## src/rtl/clfsr_keystream_gen.sv

```systemverilog
// Chaotic-LFSR keystream generator: Galois LFSR combined with a Q0.16 logistic-map
// register, emitting CHANNELS-word frames over a valid/ready handshake.
module clfsr_keystream_gen #(
  parameter int unsigned          WIDTH        = 8,
  parameter int unsigned          CHANNELS     = 3,
  parameter int unsigned          LFSR_LEN     = 32,
  parameter logic [LFSR_LEN-1:0]  TAPS         = LFSR_LEN'(32'h8020_0003),
  parameter logic [LFSR_LEN-1:0]  DEFAULT_SEED = LFSR_LEN'(32'hACE1_2468),
  parameter logic [15:0]          CHAOS_SEED   = 16'h8000,
  parameter int unsigned          WARMUP       = 64
) (
  input  logic                         clk,
  input  logic                         rst,
  input  logic                         seed_load,
  input  logic [LFSR_LEN-1:0]          seed_lfsr,
  input  logic [15:0]                  seed_chaos,
  input  logic                         mode,
  // key_valid/key_ready: a frame transfers on any rising edge where both are high;
  // while key_valid is high, key_out is stable and key_valid only drops on a
  // transfer or a seed_load. key_ready is ignored while key_valid is low.
  output logic [CHANNELS*WIDTH-1:0]    key_out,
  output logic                         key_valid,
  input  logic                         key_ready,
  output logic [15:0]                  key_count
);

  localparam int unsigned IDX_W = (CHANNELS > 1) ? $clog2(CHANNELS) : 1;
  localparam int unsigned WU_W  = (WARMUP > 1) ? $clog2(WARMUP) : 1;
  localparam logic [IDX_W-1:0] IDX_LAST = IDX_W'(CHANNELS - 1);
  localparam logic [WU_W-1:0]  WU_LAST  = WU_W'((WARMUP > 0) ? (WARMUP - 1) : 0);

  typedef enum logic [1:0] {
    ST_WARMUP = 2'd0,
    ST_FILL   = 2'd1,
    ST_HOLD   = 2'd2
  } state_t;

  state_t                      state_q, state_d;
  logic [LFSR_LEN-1:0]         lfsr_q, lfsr_raw, lfsr_step;
  logic [15:0]                 x_q, x_raw, x_step;
  logic [31:0]                 chaos_prod;
  logic [WIDTH-1:0]            word;
  logic                        mode_q;
  logic [IDX_W-1:0]            idx_q;
  logic [WU_W-1:0]             wu_cnt;
  logic [CHANNELS*WIDTH-1:0]   frame_buf, frame_next;

  logic step_en, fill_wr, publish, accept, fill_entry;

  // Core step datapath: next LFSR value, next chaos value and the keystream word.
  always_comb begin
    lfsr_raw  = (lfsr_q >> 1) ^ (lfsr_q[0] ? TAPS : '0);
    // Degenerate tap masks could collapse the register to zero; reload instead.
    lfsr_step = (lfsr_raw == '0) ? DEFAULT_SEED : lfsr_raw;

    chaos_prod = {16'h0000, x_q} * {16'h0000, ~x_q};
    x_raw      = 16'(chaos_prod >> 14);
    x_step     = x_raw;
    if (x_raw[15:4] == 12'h000) begin
      x_step = 16'h9E37 ^ {8'h00, lfsr_step[7:0]};
    end

    word = lfsr_step[WIDTH-1:0];
    if (mode_q) begin
      word = word ^ x_step[15 -: WIDTH];
    end

    frame_next = frame_buf;
    frame_next[idx_q*WIDTH +: WIDTH] = word;
  end

  // Next-state and control decode.
  always_comb begin
    state_d = state_q;
    step_en = 1'b0;
    fill_wr = 1'b0;
    publish = 1'b0;
    accept  = 1'b0;
    if (seed_load) begin
      state_d = (WARMUP == 0) ? ST_FILL : ST_WARMUP;
    end else begin
      case (state_q)
        ST_WARMUP: begin
          if (WARMUP == 0) begin
            state_d = ST_FILL;
          end else begin
            step_en = 1'b1;
            if (wu_cnt == WU_LAST) state_d = ST_FILL;
          end
        end
        ST_FILL: begin
          step_en = 1'b1;
          fill_wr = 1'b1;
          if (idx_q == IDX_LAST) begin
            publish = 1'b1;
            state_d = ST_HOLD;
          end
        end
        ST_HOLD: begin
          if (key_valid && key_ready) begin
            accept  = 1'b1;
            state_d = ST_FILL;
          end
        end
        default: state_d = ST_WARMUP;
      endcase
    end
    fill_entry = (state_d == ST_FILL) && ((state_q != ST_FILL) || seed_load);
  end

  always_ff @(posedge clk or posedge rst) begin
    if (rst) begin
      state_q <= ST_WARMUP;
    end else begin
      state_q <= state_d;
    end
  end

  always_ff @(posedge clk or posedge rst) begin
    if (rst) begin
      lfsr_q    <= DEFAULT_SEED;
      x_q       <= CHAOS_SEED;
      key_out   <= '0;
      key_valid <= 1'b0;
      key_count <= 16'h0000;
      idx_q     <= '0;
      wu_cnt    <= '0;
      mode_q    <= 1'b0;
      frame_buf <= '0;
    end else begin
      if (fill_entry) mode_q <= mode;
      if (seed_load) begin
        lfsr_q    <= (seed_lfsr == '0) ? DEFAULT_SEED : seed_lfsr;
        x_q       <= (seed_chaos == 16'h0000) ? CHAOS_SEED : seed_chaos;
        key_valid <= 1'b0;
        idx_q     <= '0;
        wu_cnt    <= '0;
      end else begin
        if (step_en) begin
          lfsr_q <= lfsr_step;
          x_q    <= x_step;
        end
        if (step_en && (state_q == ST_WARMUP)) begin
          wu_cnt <= (state_d == ST_FILL) ? '0 : wu_cnt + 1'b1;
        end
        if (fill_wr) begin
          frame_buf <= frame_next;
          idx_q     <= publish ? '0 : idx_q + 1'b1;
        end
        if (publish) begin
          key_out   <= frame_next;
          key_valid <= 1'b1;
        end
        if (accept) begin
          key_valid <= 1'b0;
          key_count <= key_count + 16'd1;
          idx_q     <= '0;
        end
      end
    end
  end

endmodule

```

## config.mk

```make
export PLATFORM = sky130hd
export DESIGN_NAME = clfsr_keystream_gen
export DESIGN_NICKNAME = d
export VERILOG_FILES = /design/src/rtl/clfsr_keystream_gen.sv
export SDC_FILE = /design/constraint.sdc
export NUM_CORES = 1
export LEC_CHECK = 0
export CORE_AREA = 2 2 163 165
export CTS_CLUSTER_DIAMETER = 30
export CTS_CLUSTER_SIZE = 24
export DETAILED_ROUTE_END_ITERATION = 8
export DIE_AREA = 0 0 165 167
export PLACE_DENSITY = 0.78
export SLEW_MARGIN = 20
export SYNTH_ARGS = -nofsm -noshare
export SYNTH_HDL_FRONTEND = slang
export SYNTH_SLANG_ARGS = --single-unit
```

## constraint.sdc

```tcl
create_clock -name clk -period 7.9 [get_ports clk]
set_clock_uncertainty 0.15 [all_clocks]
set_input_delay 1.58 -clock clk [delete_from_list [all_inputs] [get_ports clk]]
set_output_delay 1.58 -clock clk [all_outputs]
set_load 0.005 [all_outputs]
```

==> flow_metrics.env, run 1 <==
export IMPL_place_congestion=0.991
export IMPL_antenna_found_initial=0
export IMPL_drtIter0Drc=1116
export IMPL_worstHoldPathType="reg2reg"
export IMPL_boundaryPins=94
export IMPL_grt_overflow=0
export IMPL_timing_hold_ws_ns=0.330
export IMPL_multi_input_area_um2=9810
export IMPL_final_area_um2=16300
export IMPL_end_kind="flop"
export IMPL_start_util_pct=55.0
export IMPL_syn_area_um2=14200
export IMPL_finalSetupTns_ns=0
export IMPL_regArea_um2=3130
export IMPL_fin_ws_ns=0.257
export IMPL_portBuffers=93
export IMPL_synth_seq_cells=124
export IMPL_cts_tree="done"
export IMPL_grtUsageTotal_pct=29.8
export IMPL_critical_path_startpoint_type="flop"
export IMPL_cap_violations=0
export IMPL_avgSynthCellArea_um2=8.87
export IMPL_synth_nets=1949
export IMPL_hpwlAfterDp_mm=29.1
export IMPL_nets=2046
export IMPL_met3_usage_pct=7.25
export IMPL_routed_wl_mm=38.5
export IMPL_area_growth_pct=15.4
export IMPL_nFillCells=2062
export IMPL_drc_errors=0
export IMPL_insertion_delay_ns=0.42
export IMPL_finalCriticalPeriod_ns=7.64
export IMPL_clk_pin_slew_ns=0.06
export IMPL_grt_max_degree=86
export IMPL_synth_warnings=0
export IMPL_rows=59
export IMPL_outcome="finished clean"
export IMPL_synthTopCellsByCount="250 x inv_1, 220 x nand2_1, 174 x fa_1"
export IMPL_grt_pass1_wl_mm=64.2
export IMPL_path_class="reg2reg"
export IMPL_use_met2_pct=47.6
export IMPL_ys_top_cells_by_area="fa_1 25%, dfrtp_1 19%, ha_1 11%"
export IMPL_synth_edf_count=0
export IMPL_yosysSeqAreaShare_pct=22.0
export IMPL_vias=11800
export IMPL_ys_types=72
export IMPL_yosysMostFrequentCell="inv_1"
export IMPL_grt_pass1_vias=12400
export IMPL_fin_crit_sh_pct=96.8
export IMPL_syn_inst=1597
export IMPL_die_w_um=165
export IMPL_hold_viol_final=0
export IMPL_drv_slew=0
export IMPL_postSynth_asyncResetShare_pct=100
export IMPL_fmax_mhz=131
export IMPL_cts_max_path_buffers=2
export IMPL_cts_num_sinks=124
export IMPL_ant_nets=0
export IMPL_dp_worst_setup_slack_ns=0.0717
export IMPL_busiest_layer="met2"
export IMPL_critPathMaxFanout=7
export IMPL_yosys_area_top_type_share_pct=24.6
export IMPL_gr_usage_met1_pct=40.1
export IMPL_relSlewSlack_pct=30.2
export IMPL_die_y_um=167
export IMPL_cp_required_ns=8.08
export IMPL_cts_buffers=17
export IMPL_h_tree_depth=4
export IMPL_diodes=0
export IMPL_viasPerCell=5.77
export IMPL_die_area_um2=27600
export IMPL_holdBufCountCts=0
export IMPL_ys_flop_type="dfrtp_1"
export IMPL_yosysTopAreaCell="fa_1"
export IMPL_tightest_slew_ns=1.04
export IMPL_arrival_ns=7.82
export IMPL_coreArea_um2=25800
export IMPL_setup_viol=0
export IMPL_placed_area_um2=15700
export IMPL_cts_root_buf="clkbuf_16"
export IMPL_rsz0062_at_grt="false"
export IMPL_drive_above_1_share_pct=8.49
export IMPL_drtPass1Iterations=6
export IMPL_avgRoutedWirePerCell_um=18.8
[flip-flops by register name, summed over array words and instances, names as in the netlist]
signal and cells:
wu_cnt 6, x_q 16, frame_buf 24, key_valid 1, key_out 24, idx_q 2, lfsr_q 32, key_count 16
mode_q 1, state_q 2
[per-layer routing]
| layer | routed length, um | up-vias |
|---|---|---|
| met5 | 0 | - |
| met4 | 1150 | 0 |
| met3 | 3570 | 99 |
| met2 | 18200 | 583 |
| met1 | 15500 | 5743 |
| li1 | - | 5350 |
[worst max-delay path, stage by stage (launching register included)]
cell and delay [ns]:
dfrtp_1 0.39, inv_1 0.36, nand2_1 0.12, fa_1 0.48, fa_1 0.53, fa_1 0.48
fa_1 0.56, inv_1 0.05, fa_1 0.51, inv_1 0.07, fa_1 0.54, inv_1 0.04
ha_1 0.34, and3_4 0.21, nand4_1 0.15, o211ai_2 0.30, nand2_1 0.12, o311a_1 0.40
a31o_1 0.23, or4_4 0.55, nor3_4 0.28, buf_4 0.19, mux2_2 0.33, a21oi_1 0.18
[metrics by stage]
| stage | utilization [%] | cells |
|---|---|---|
| after detailed placement | 60.8 | 2006 |
| after global placement | 60.8 | 2006 |
| after global routing | 63.4 | 2042 |
| after floorplan | - | 1597 |
| after CTS | 63.2 | 2038 |
| final | 63.4 | 2042 |
[path summary, 6_finish.rpt]
check / start / end / slack [ns] / cells past startpoint
max in group asynchronous: rst / x_q[8] / 4.72 / 3
max: x_q[4] / x_q[1] / 0.26 / 23
max reg2reg: x_q[4] / x_q[1] / 0.26 / 23
min in group asynchronous: rst / key_valid / 1.47 / 2
min reg2reg: key_count[15] / key_count[15] / 0.33 / 1
min: key_count[15] / key_count[15] / 0.33 / 1
[cells by family after synthesis]
| family | synth area share (%) |
|---|---|
| xor+xnor | 2.72 |
| fa+ha+maj | 35.6 |
| buf+inv | 8.93 |
| compound gates | 12.0 |
| simple gates | 16.4 |
| mux | 2.30 |
| flops | 22.0 |
[placed cells by master, fill, tap and decap left out, drive strengths merged, types with 25 or more instances in the layout]
| master | Yosys | final |
|---|---|---|
| fa | 174 | 174 |
| mux2i | 28 | 28 |
| buf | 16 | 63 |
| nor2 | 139 | 139 |
| and3 | 25 | 25 |
| clkdlybuf4s50 | 0 | 92 |
| nand2 | 221 | 221 |
| dfrtp | 110 | 110 |
| inv | 252 | 254 |
| ha | 125 | 125 |
| o21ai | 81 | 81 |
| xnor2 | 29 | 29 |
| a21oi | 54 | 54 |
[final cells by class]
type                       instances  share of cell area (%)
timing repair buffer             155                    8.59
tap                              335                    2.57
inverter                         257                    5.92
multi-input combinational       1139                    60.1
clock inverter                    12                   0.995
sequential                       124                    19.1
clock buffer                      20                    2.73
[what timing repair did]
| item | CTS | global route |
|---|---|---|
| setup endpoints to repair | 0 | 43 |
| gates resized for setup | 0 | 11 |
| buffers inserted | 0 | 4 |
Power of run 1 is left out: the tool's default activity adds up to more than one toggle a clock period on the data nets, which glitch-free logic cannot reach.
==> run 2: changes to the inputs <==
--- a/constraint.sdc
+++ b/constraint.sdc
@@ -4,2 +4,2 @@
 set_output_delay 1.58 -clock clk [all_outputs]
-set_load 0.005 [all_outputs]
+set_load 0.01 [all_outputs]
==> results of run 2 <==
The final DEF is identical to that of run 1; final timing and power are the same.
Power of run 2 is left out for the same reason.
==> run 3: changes to the inputs <==
ABC_AREA = 1   (was not set)
CORE_AREA = 2 2 165 167   (was 2 2 163 165)
DIE_AREA = 0 0 167 169   (was 0 0 165 167)
==> run 3 against run 2 <==
Global-route usage shrank 0.93 points; hold slack lost 0.0077 ns; critical path depth grew 8; cell area grew 1.4%.
==> flow_metrics.env, run 3 <==
export IMPL_synth_nets=2270
export IMPL_largest_reg_flops=32
export IMPL_cpMostUsedCell="nand2_1"
export IMPL_diodes=0
export IMPL_worstHoldPathType="reg2reg"
export IMPL_yosysSeqAreaShare_pct=21.4
export IMPL_cp_top_family="adder cells"
export IMPL_syn_inst=1918
export IMPL_min_from="key_count[15]"
export IMPL_yosysTopAreaCell="fa_1"
export IMPL_crit_path_max_incr_delay_ns=0.59
export IMPL_coreArea_um2=26500
export IMPL_die_area_um2=28200
export IMPL_critPathMaxFanout=20
export IMPL_fin_crit_sh_pct=92.1
export IMPL_nFillCells=2295
export IMPL_antenna_found_initial=0
export IMPL_viasPerCell=5.41
export IMPL_cts_max_path_buffers=2
export IMPL_die_y_um=169
export IMPL_rows=60
export IMPL_r2r_slack_ns=0.63
export IMPL_nets=2355
export IMPL_grt_pass1_vias=13300
export IMPL_cts_num_sinks=124
export IMPL_ys_flop_type="dfrtp_1"
export IMPL_largest_register="lfsr_q"
export IMPL_hold_viol_final=0
export IMPL_outcome="finished clean"
export IMPL_cts_setup_buffers=0
export IMPL_endpoint="key_out[7]"
export IMPL_area_growth_pct=13.9
export IMPL_die_w_um=167
export IMPL_reg2reg_from="x_q[3]"
export IMPL_insertion_delay_ns=0.42
export IMPL_startpoint="x_q[3]"
export IMPL_arrival_ns=7.43
export IMPL_postSynth_asyncResetShare_pct=100
export IMPL_critPathSlowestCell="fa_1"
export IMPL_cts_resized=0
export IMPL_vias=12700
export IMPL_cts_root_buf="clkbuf_16"
export IMPL_drv_slew=0
export IMPL_avgSynthCellArea_um2=7.59
export IMPL_clk_pin_slew_ns=0.06
export IMPL_cts_tree="done"
export IMPL_syn_area_um2=14600
export IMPL_grt_max_degree=70
export IMPL_setup_viol=0
export IMPL_mostFrequentLayoutCell="nand2_1"
export IMPL_critical_path_startpoint_type="flop"
export IMPL_holdBufCountCts=0
export IMPL_ys_types=42
export IMPL_synth_edf_count=0
export IMPL_drtPass1Iterations=5
export IMPL_synthTopCellsByCount="583 x nand2_1, 375 x inv_1, 174 x fa_1"
export IMPL_cts_buffers=17
export IMPL_synth_warnings=0
export IMPL_relSlewSlack_pct=37.6
export IMPL_hpwlAfterDp_mm=30.1
export IMPL_boundaryPins=94
export IMPL_synth_seq_cells=124
export IMPL_path_buf_inv=4
export IMPL_yosysMostFrequentCell="nand2_1"
export IMPL_grtUsageTotal_pct=28.9
export IMPL_yosys_area_top_type_share_pct=23.9
export IMPL_r2r_end="key_out[7]"
export IMPL_most_common_layout_cells="583 x nand2_1, 374 x inv_1, 174 x fa_1"
export IMPL_routed_wl_mm=38.5
export IMPL_fmax_mhz=138
export IMPL_ant_nets=0
export IMPL_tightest_slew_ns=0.929
export IMPL_grt_overflow=0
export IMPL_ys_top_cells_by_area="fa_1 24%, dfrtp_1 19%, nand2_1 15%"
export IMPL_drc_errors=0
export IMPL_h_tree_depth=4
export IMPL_rsz0062_at_grt="false"
export IMPL_start_util_pct=54.9
export IMPL_timing_critical_path_depth=31
export IMPL_drtIter0Drc=837
export IMPL_place_congestion=1.02
export IMPL_finalCriticalPeriod_ns=7.27
export IMPL_finalSetupTns_ns=0
export IMPL_path_class="reg2reg"
export IMPL_worstRegToRegCells=31
export IMPL_grt_pass1_wl_mm=65.6
export IMPL_avgRoutedWirePerCell_um=16.3
export IMPL_largestRegisters="lfsr_q (32), frame_buf (24), key_out (24)"
export IMPL_end_kind="flop"
export IMPL_cp_required_ns=8.06
export IMPL_cap_violations=0
export IMPL_portBuffers=93
export IMPL_drive_above_1_share_pct=6.50
==> run 3: cell count changes after synthesis, moves of 14 or more <==
| cell | change |
|---|---|
| nand3_1 | +54 |
| and3_1 | -25 |
| nand2_2 | +14 |
| nand2_1 | +363 |
| mux2i_1 | -27 |
| xnor2_1 | -14 |
| nor2b_1 | -22 |
| nand2b_1 | -22 |
| inv_1 | +125 |
| a21oi_1 | -20 |
| o21ai_1 | -37 |
==> run 3: per-stage QoR <==
stage	instance area, um2	std cells	hold slack (ns)	setup slack [ns]	util [%]
after floorplan	14600	1918	0.299	1.54	-
after global placement	15900	2325	0.311	0.918	60.1
after detailed placement	15900	2325	0.311	0.740	60.1
after CTS	16600	2357	0.324	0.711	62.5
after global routing	16600	2357	0.342	0.110	62.5
final	16600	2357	0.322	0.628	62.5
==> run 3: area by class of cell <==
class                           instances  area, um2  area share (%)
Multi-Input combinational cell       1341       9710            58.6
Sequential cell                       124       3120            18.8
Inverter                              384       1440            8.71
Clock inverter                         12        184            1.11
Tap cell                              341        427            2.58
Clock buffer                           20        447            2.70
Timing Repair Buffer                  135       1240            7.49
==> run 3: how the worst min path moves through the flow <==
stage	slack, ns	endpoint	cells after the start
detailed placement	0.31	key_count[15]	1
finish	0.32	key_count[15]	1
CTS	0.32	key_count[15]	1
global placement	0.31	frame_buf[11]	2
floorplan	0.30	frame_buf[1]	2
global route	0.34	key_out[6]	2
==> run 3: routing by layer <==
| layer | vias to the layer above | GRT usage [%] | wire length [um] |
|---|---|---|---|
| met5 | - | 0 | 0 |
| met4 | 0 | 11.4 | 1300 |
| met3 | 95 | 4.63 | 2710 |
| met2 | 532 | 49.0 | 18800 |
| met1 | 6166 | 37.3 | 15700 |
| li1 | 5955 | - | - |
==> run 3: logic make-up after synthesis <==
| group | after synthesis | share of synthesized area (%) |
|---|---|---|
| mux | 1 | 0.0688 |
| flops | 124 | 21.4 |
| compound gates | 124 | 5.12 |
| xor+xnor | 29 | 1.75 |
| simple gates | 888 | 25.1 |
| fa+ha+maj | 299 | 34.7 |
| buf+inv | 453 | 11.9 |
Power of run 3 is left out for the same reason.
